## src/rtl/change_dispenser_if.sv

```systemverilog
// Handshake/bus bundle between the vending-machine core and change_dispenser.
// master drives the request side (machine / bench); slave is the dispenser.
interface change_dispenser_if #(
  parameter int kNumCoins  = 3,
  parameter int kTotalBits = 31
);
  logic                  i_trigger_return;
  logic [kTotalBits-1:0] current_total;
  logic [31:0]           wait_time;
  logic [kNumCoins-1:0]  o_return_coin;
  logic                  o_returning;
  logic                  o_done;
  logic [kTotalBits-1:0] o_remainder;

  modport master (
    output i_trigger_return, current_total, wait_time,
    input  o_return_coin, o_returning, o_done, o_remainder
  );

  modport slave (
    input  i_trigger_return, current_total, wait_time,
    output o_return_coin, o_returning, o_done, o_remainder
  );
endinterface

```

## src/rtl/change_dispenser.sv

```systemverilog
// Greedy change-return engine: snapshots the balance on a trigger and pays it out largest coin first.
// Optional MULTI_COIN_RETURN_EN: up to one coin of each denomination per cycle instead of one coin total.
module change_dispenser #(
  parameter int          kNumCoins   = 3,
  parameter int          kTotalBits  = 31,
  parameter int unsigned COIN0_VALUE = 100,
  parameter int unsigned COIN1_VALUE = 500,
  parameter int unsigned COIN2_VALUE = 1000
) (
  input logic               clk,
  input logic               reset_n,
  change_dispenser_if.slave bus
);

  localparam logic [kTotalBits-1:0] kCoin0 = kTotalBits'(COIN0_VALUE);
  localparam logic [kTotalBits-1:0] kCoin1 = kTotalBits'(COIN1_VALUE);
  localparam logic [kTotalBits-1:0] kCoin2 = kTotalBits'(COIN2_VALUE);

  typedef enum logic [1:0] {
    IDLE,
    DISPENSE,
    DONE
  } state_t;

  state_t                state;
  logic [kTotalBits-1:0] remaining;
  logic [kNumCoins-1:0]  coin;
  logic [kTotalBits-1:0] left;
  logic                  trigger;

  assign trigger = bus.i_trigger_return ||
                   ((bus.wait_time == 32'd0) && (bus.current_total >= kCoin0));

  // Greedy decode of this cycle's coins; `left` is the balance after paying them.
  // NOTE: always_comb uses blocking assignments and defaults every output first, so
  // the chained `left` updates read in order and no latch is inferred.
  always_comb begin
    coin = '0;
    left = remaining;
`ifdef MULTI_COIN_RETURN_EN
    if (left >= kCoin2) begin
      coin[2] = 1'b1;
      left    = left - kCoin2;
    end
    if (left >= kCoin1) begin
      coin[1] = 1'b1;
      left    = left - kCoin1;
    end
    if (left >= kCoin0) begin
      coin[0] = 1'b1;
      left    = left - kCoin0;
    end
`else
    if (remaining >= kCoin2) begin
      coin[2] = 1'b1;
      left    = remaining - kCoin2;
    end else if (remaining >= kCoin1) begin
      coin[1] = 1'b1;
      left    = remaining - kCoin1;
    end else if (remaining >= kCoin0) begin
      coin[0] = 1'b1;
      left    = remaining - kCoin0;
    end
`endif
  end

  // NOTE: state registers use non-blocking assignments so every flop samples
  // pre-edge values regardless of statement order.
  always_ff @(posedge clk or negedge reset_n) begin
    if (!reset_n) begin
      state     <= IDLE;
      remaining <= '0;
    end else begin
      case (state)
        IDLE: begin
          if (trigger) begin
            remaining <= bus.current_total;
            state     <= (bus.current_total >= kCoin0) ? DISPENSE : DONE;
          end
        end
        DISPENSE: begin
          remaining <= left;
          if (left < kCoin0) state <= DONE;
        end
        DONE:    state <= IDLE;
        default: state <= IDLE;
      endcase
    end
  end

  // Outputs decode straight from the state register, so reset clears them at once.
  assign bus.o_return_coin = (state == DISPENSE) ? coin : '0;
  assign bus.o_returning   = (state == DISPENSE);
  assign bus.o_done        = (state == DONE);
  assign bus.o_remainder   = (state == DONE) ? remaining : '0;

endmodule

```

## src/flat_wrapper.sv

```systemverilog
// flat-port wrapper written by rule: the top's interface ports become plain ports
module change_dispenser_flat 
#(
  parameter int          kNumCoins   = 3,
  parameter int          kTotalBits  = 31,
  parameter int unsigned COIN0_VALUE = 100,
  parameter int unsigned COIN1_VALUE = 500,
  parameter int unsigned COIN2_VALUE = 1000
)
  (clk, reset_n, bus_i_trigger_return, bus_current_total, bus_wait_time, bus_o_return_coin, bus_o_returning, bus_o_done, bus_o_remainder);
  change_dispenser_if #(.kNumCoins(kNumCoins), .kTotalBits(kTotalBits)) bus_i ();
  input logic clk;
  input logic reset_n;
  input wire logic [$bits(bus_i.i_trigger_return)-1:0] bus_i_trigger_return;
  input wire logic [$bits(bus_i.current_total)-1:0] bus_current_total;
  input wire logic [$bits(bus_i.wait_time)-1:0] bus_wait_time;
  output wire logic [$bits(bus_i.o_return_coin)-1:0] bus_o_return_coin;
  output wire logic [$bits(bus_i.o_returning)-1:0] bus_o_returning;
  output wire logic [$bits(bus_i.o_done)-1:0] bus_o_done;
  output wire logic [$bits(bus_i.o_remainder)-1:0] bus_o_remainder;
  assign bus_i.i_trigger_return = bus_i_trigger_return;
  assign bus_i.current_total = bus_current_total;
  assign bus_i.wait_time = bus_wait_time;
  assign bus_o_return_coin = bus_i.o_return_coin;
  assign bus_o_returning = bus_i.o_returning;
  assign bus_o_done = bus_i.o_done;
  assign bus_o_remainder = bus_i.o_remainder;
  change_dispenser #(.kNumCoins(kNumCoins), .kTotalBits(kTotalBits), .COIN0_VALUE(COIN0_VALUE), .COIN1_VALUE(COIN1_VALUE), .COIN2_VALUE(COIN2_VALUE)) u_core (.clk(clk), .reset_n(reset_n), .bus(bus_i));
endmodule
```

## config.mk

```make
export PLATFORM = sky130hd
export DESIGN_NAME = change_dispenser_flat
export DESIGN_NICKNAME = d
export VERILOG_FILES = /design/src/rtl/change_dispenser_if.sv /design/src/rtl/change_dispenser.sv /design/src/flat_wrapper.sv
export SDC_FILE = /design/constraint.sdc
export NUM_CORES = 1
export LEC_CHECK = 0
export ABC_AREA = 1
export BUFFER_PORTS_ARGS = -buffer_cell sky130_fd_sc_hd__buf_2
export CAP_MARGIN = 20
export CORE_MARGIN = 5
export CORE_UTILIZATION = 50
export CTS_BUF_LIST = sky130_fd_sc_hd__clkbuf_4
export DETAILED_ROUTE_END_ITERATION = 6
export PLACE_DENSITY_LB_ADDON = 0.15
export SETUP_SLACK_MARGIN = 0.3
export SKIP_CTS_REPAIR_TIMING = 1
export SLEW_MARGIN = 5
export SYNTH_ARGS = -nofsm -noshare
export SYNTH_HDL_FRONTEND = slang
export SYNTH_SLANG_ARGS = --single-unit
```

## constraint.sdc

```tcl
create_clock -name clk -period 2.5 [get_ports clk]
set_input_delay 0.125 -clock clk [delete_from_list [all_inputs] [get_ports clk]]
set_output_delay 0.125 -clock clk [all_outputs]
set_load 0.03 [all_outputs]
```

==> results.py, run 1 <==
metrics = {
    "status": {
        "status": "finished clean",
    },
    "job": {
        "cap_violations": 0,
    },
    "grt": {
        "grt_max_degree": 36,
        "grt_overflow": 0,
        "antenna_found_initial": 0,
        "grt_pass1_vias": 4846,
        "grt_use_total": 0.3029,
        "grt_pass1_wl_um": 23490,
    },
    "cts": {
        "htreeDepth": 2,
        "cts_tree": "done",
        "cts_root_buf": "clkbuf_4",
        "clk_pin_slew_ns": 0.12,
        "clock_latency_ns": 0.36,
        "cts_inserted_buffers": 5,
        "cts.sinks": 33,
        "clock_path_buffers": 2,
    },
    "final_layout": {
        "diodes": 0,
        "drive_above_1_share": 0.3806,
        "ff_latch_area_um2": 847.1,
        "nets": 926,
        "syn_to_final_growth_pct": 44.35,
        "multi_input_area_um2": 3013,
        "fill_cells": 642,
        "fin_area_um2": 5608,
    },
    "setup_path": {
        "crit_chain": "nor2_1, nand2_2, nor2_2, nand2_4, nor2_4, nand2_8, inv_6, buf_6, a21oi_2, a21oi_4, nand2_1, nor2_1, nand2_1, nor2_2, nand2_2, nand2_1, nand2_1",
        "crit_top_cell": "nand2_1",
        "r2r_cells": 17,
        "cp_slowest_cell": "dfrtp_2",
        "criticalPathCategory": "reg -> reg",
        "r2r_start": "u_core.remaining[18]",
        "arrival_ns": 2.73,
        "cp-end-kind": "register",
        "cp-start-kind": "register",
        "critPathBufInv": 2,
        "rr_endpoint": "u_core.state[0]",
        "ff2ff_setup_slack_ns": 0.04,
        "max_stage_delay_ns": 0.48,
        "cp_max_fo": 6,
        "worstPathRequired_ns": 2.77,
        "crit_family": "simple AND/OR/NAND/NOR gates",
    },
    "yosys": {
        "synthFlopType": "dfrtp_1",
        "ys_seq_area_frac": 0.2126,
        "ys_seq_elements": 33,
        "synth_edf_count": 0,
        "yosysWarnings": 0,
        "synthArstFlopShare": 1.000,
        "synthTopCellsByArea": "dfrtp_1 21%, nand2_1 19%, nor2_1 13%",
        "yosysMostFrequentCell": "nand2_1",
        "postSynthCellCount": 691,
        "ys_types": 35,
        "syn-mean-instance-area_um2": 5.622,
        "yosys-top-cells-count": "199 x nand2_1, 137 x nor2_1, 79 x inv_1",
        "synth_fp_nets": 764,
        "yosysTopAreaCell": "dfrtp_1",
        "synth_area_um2": 3885,
        "synth_top_area_frac": 0.2126,
    },
    "timing": {
        "tightest_slew_ns": 0.7751,
        "min_period_ns": 2.461,
        "hold_viol": 0,
        "whs_ns": 0.04847,
        "finalCritPeriodShare": 0.9843,
        "max_clock_freq_mhz": 406.4,
        "drv_slew": 0,
        "rsz0062_at_grt": "yes",
        "fin_setup_tns_ns": 0,
        "slew_headroom": 0.4832,
        "finalWorstSetupSlack_ns": 0.03919,
        "setup_viol": 0,
        "fin_skew_ns": 0.01895,
    },
    "power_and_ir_drop": {
        "leakagePower_nw": 2.822,
        "irDropWorstVdd_mv": 0.1975,
        "power_mw": 1.041,
        "p_per_area_nw_per_um2": 185.6,
    },
    "route": {
        "ant_nets": 0,
        "wl_um": 16110,
        "avgRoutedWirePerCell_um": 16.85,
        "first_iter_violations": 467,
        "routed_via_density": 5.562,
        "dr.pass1.iters": 5,
        "drcViolationCount": 0,
        "route.vias.total": 5317,
    },
    "floorplan": {
        "core_region_area_um2": 7647,
        "die_area_um2": 9632,
        "die_h_um": 98.15,
        "ioPinCount": 102,
        "initial_core_util": 0.5080,
        "die_x_um": 98.15,
        "rows": 32,
    },
    "min_path": {
        "hold_path_end": "u_core.remaining[22]",
        "hp-class": "in -> reg",
        "whs_path_depth": 3,
        "hp-start": "bus_current_total[22]",
    },
    "place": {
        "port_buffers": 101,
        "place_area_um2": 4815,
        "dp_hpwl_um": 12160,
        "globalplace.congestion": 1.014,
        "place_ws_ns": -0.09687,
    },
}
## power by group
group          switching (mW)  leakage (nW)  total [mW]  internal, mW
registers                   0         0.339       0.533         0.533
clock network           0.208        0.0433       0.427         0.219
logic                  0.0385          2.44      0.0808        0.0423
total                   0.246          2.82        1.04         0.795
## worst reg2reg max path: stages (launching register included)
cell,delay (ns)
dfrtp_2,0.48
nor2_1,0.17
nand2_2,0.12
nor2_2,0.17
nand2_4,0.11
nor2_4,0.15
nand2_8,0.11
inv_6,0.11
buf_6,0.16
a21oi_2,0.06
a21oi_4,0.13
nand2_1,0.08
nor2_1,0.11
nand2_1,0.08
nor2_2,0.16
nand2_2,0.08
nand2_1,0.06
nand2_1,0.04
## cells in the final DEF (no fill, tap or decap), types with 7 or more instances in the layout
| master | count |
|---|---|
| nor2_4 | 11 |
| dfrtp_2 | 17 |
| buf_2 | 98 |
| xor2_1 | 23 |
| nand2_4 | 7 |
| nor4_1 | 14 |
| o211ai_1 | 10 |
| nand2_1 | 165 |
| nor2_1 | 111 |
| inv_2 | 14 |
| nand4_1 | 10 |
| o21ai_0 | 16 |
| buf_4 | 66 |
| nand3_1 | 38 |
| a21oi_1 | 14 |
| nand2_2 | 32 |
| inv_1 | 72 |
| dfrtp_1 | 16 |
| nor2_2 | 25 |
| o21ai_1 | 14 |
| buf_6 | 7 |
## sequential cells by signal (all words and copies together) (netlist names)
register and count:
u_core.remaining 31, u_core.state 2
## worst max path at each step
stage                         start              end  slack, ns  depth (start not counted)
3_5_place_dp    u_core.remaining[3]  u_core.state[0]       -0.1                         20
6_report       u_core.remaining[18]  u_core.state[0]       0.04                         17
2_1_floorplan   u_core.remaining[3]  u_core.state[0]       0.30                         21
4_1_cts         u_core.remaining[3]  u_core.state[0]      -0.12                         20
3_3_place_gp   u_core.remaining[24]  u_core.state[0]      -0.05                         19
5_1_grt         u_core.remaining[3]  u_core.state[0]      -0.14                         20
## area by class of cell
type	instances	share of cell area
clock buffers	6	0.008032
multi-input cells	542	0.5373
inverters	93	0.06448
clock inverters	2	0.006024
well taps	102	0.02276
flip-flops and latches	33	0.1510
repair buffers	178	0.2104
## kinds of logic after synthesis
family                   share of synthesized area
AND/OR/NAND/NOR                             0.4696
buffers and inverters                       0.1204
AO/OA/AOI/OAI                               0.1159
flip-flops                                  0.2126
XOR/XNOR                                   0.05636
adder cells (fa/ha/maj)                    0.02254
multiplexers                              0.002577
## routing by layer
layer	track usage	up-vias	routed length (um)
met4	0.08298	0	354
met1	0.4106	2480	6741
met3	0.05500	30	1363
met2	0.4974	303	7648
met5	0	-	0
li1	-	2504	-
## through the flow
stage / std cells / util
2_1_floorplan: 691 / -
3_3_place_gp: 922 / 0.6296
3_5_place_dp: 922 / 0.6296
4_1_cts: 930 / 0.6399
5_1_grt: 956 / 0.7333
6_report: 956 / 0.7333
Note: power is estimated with default switching activity, not from simulation.
==> run 2, diff against run 1 <==
--- a/config.mk
+++ b/config.mk
@@ -10,7 +10,7 @@
 export CAP_MARGIN = 20
 export CORE_MARGIN = 5
 export CORE_UTILIZATION = 50
-export CTS_BUF_LIST = sky130_fd_sc_hd__clkbuf_4
+export CTS_BUF_LIST = sky130_fd_sc_hd__clkbuf_4 sky130_fd_sc_hd__clkbuf_8 sky130_fd_sc_hd__clkbuf_16
 export DETAILED_ROUTE_END_ITERATION = 6
 export PLACE_DENSITY_LB_ADDON = 0.15
 export SETUP_SLACK_MARGIN = 0.3
==> run 2 against run 1 <==
Effect of this change: the run now ends with setup timing left; clock power up 30%; maximum frequency down 2.0%; sequential cell count unchanged; combinational power down 3.1%; total power up 12%; count of clock-buffer cells in the layout up 1; largest cell class unchanged.
==> results.py, run 2 (same netlist as run 1, synthesis figures left out) <==
metrics = {
    "cts": {
        "clock_latency_ns": 0.30,
        "cts.sinks": 33,
        "cts_tree": "done",
        "cts_root_buf": "clkbuf_8",
        "clk_pin_slew_ns": 0.08,
        "clock_path_buffers": 2,
        "cts_inserted_buffers": 5,
        "htreeDepth": 2,
    },
    "setup_path": {
        "crit_chain": "clkinv_4, ha_2, nand2_1, nand2_2, nand2_2, nand2_2, nor2_4, nand2_4, buf_8, nand3_1, nand2_2, a21oi_2, nand2_1, nor2_1, nand2_1, nor2_2, nand2_2, nand2_1, nand2_1",
        "worstPathRequired_ns": 2.70,
        "cp-start-kind": "register",
        "rr_endpoint": "u_core.state[0]",
        "ff2ff_setup_slack_ns": -0.01,
        "crit_start": "u_core.remaining[3]",
        "max_stage_delay_ns": 0.45,
        "r2r_start": "u_core.remaining[3]",
        "cp_slowest_cell": "dfrtp_2",
        "cp-end-kind": "register",
        "cp_max_fo": 9,
        "crit_family": "simple AND/OR/NAND/NOR gates",
        "critical_path.endpoint": "u_core.state[0]",
        "critPathBufInv": 2,
        "crit_cells": 19,
        "r2r_cells": 19,
        "arrival_ns": 2.71,
        "criticalPathCategory": "reg -> reg",
    },
    "final_layout": {
        "largest_register_ffs": 31,
        "diodes": 0,
        "final_cell_count_no_fill": 953,
        "top_register": "u_core.remaining",
        "final_common_cell": "nand2_1",
        "syn_to_final_growth_pct": 44.51,
        "top_regs": "u_core.remaining (31), u_core.state (2)",
        "fill_cells": 627,
        "drive_above_1_share": 0.3760,
        "layout_common_cells": "168 x nand2_1, 109 x nor2_1, 98 x buf_2, 71 x inv_1, 65 x buf_4",
        "nets": 923,
    },
    "min_path": {
        "hp-class": "in -> reg",
        "hp-start": "bus_current_total[0]",
    },
    "timing": {
        "fin_setup_tns_ns": -0.01225,
        "max_clock_freq_mhz": 398.0,
        "rsz0062_at_grt": "yes",
        "hold_viol": 0,
        "fin_skew_ns": 0.01043,
        "setup_viol": 1,
        "finalCritPeriodShare": 1.005,
        "finalWorstSetupSlack_ns": -0.01225,
        "tightest_slew_ns": 0.7900,
        "drv_slew": 0,
        "min_period_ns": 2.512,
        "whs_ns": 0.03778,
        "slew_headroom": 0.4734,
    },
    "grt": {
        "grt_max_degree": 36,
        "grt_overflow": 0,
        "antenna_found_initial": 0,
        "grt_pass1_wl_um": 23600,
        "grt_pass1_vias": 4889,
        "grt_use_total": 0.3038,
    },
    "route": {
        "wl_um": 16000,
        "ant_nets": 0,
        "route.vias.total": 5298,
        "drcViolationCount": 0,
        "first_iter_violations": 418,
        "dr.pass1.iters": 5,
        "avgRoutedWirePerCell_um": 16.79,
        "routed_via_density": 5.559,
    },
    "place": {
        "port_buffers": 101,
        "post-place-cells": 922,
        "dp_hpwl_um": 12160,
        "place_ws_ns": -0.09687,
        "globalplace.congestion": 1.014,
    },
    "status": {
        "status": "complete, but fails checks",
        "violations": "setup timing",
    },
    "power_and_ir_drop": {
        "leakagePower_nw": 2.799,
        "p_per_area_nw_per_um2": 208.0,
        "irDropWorstVdd_mv": 0.1521,
    },
    "floorplan": {
        "rows": 32,
        "ioPinCount": 102,
        "die_x_um": 98.15,
        "die_h_um": 98.15,
        "die_area_um2": 9632,
        "core_region_area_um2": 7647,
        "initial_core_util": 0.5080,
    },
    "job": {
        "cap_violations": 0,
    },
}
==> run 2: cell count changes in the layout (fill, tap and decap cells not counted), sizes merged <==
cell and delta:
dlygate4sd3 -2, inv -1
==> run 2: worst min path at each step <==
stage	end	depth (start not counted)
finish	u_core.remaining[0]	3
global route	u_core.remaining[0]	3
CTS	u_core.remaining[0]	1
detailed placement	u_core.remaining[1]	1
global placement	u_core.remaining[0]	1
floorplan	u_core.remaining[0]	0
==> run 2: area by class of cell <==
class                   count  area, um2  area share
repair buffers            175       1137      0.2026
flip-flops and latches     33      844.6      0.1504
inverters                  93      359.1     0.06396
well taps                 102      127.6     0.02273
clock buffers               7      90.09     0.01605
clock inverters             1      30.03    0.005349
multi-input cells         542       3025      0.5389
==> run 2: stage by stage <==
stage	util	total power, mW	instance area [um2]
after floorplan	-	0.5499	3902
after global placement	0.6296	0.6195	4815
after detailed placement	0.6296	0.6214	4815
after CTS	0.6453	1.168	4935
after global routing	0.7341	1.202	5614
final	0.7341	1.168	5614
==> run 2: metal layers <==
metal	wire, um	GRT usage
met5	0	0
met4	403	0.08613
met3	1628	0.05357
met2	7412	0.4990
met1	6556	0.4115
==> run 2: report_power, final <==
| part | total (mW) | switching, mW | internal [mW] |
|---|---|---|---|
| registers | 0.533 | 0 | 0.533 |
| clock network | 0.557 | 0.220 | 0.336 |
| logic | 0.0783 | 0.0381 | 0.0402 |
| total | 1.17 | 0.258 | 0.910 |
==> run 2: tightest hold or removal path: cells and delay by family <==
family	cells	cell delay, ns
compound gates	1	0.06
simple gates	1	0.04
buf+inv	1	0.07
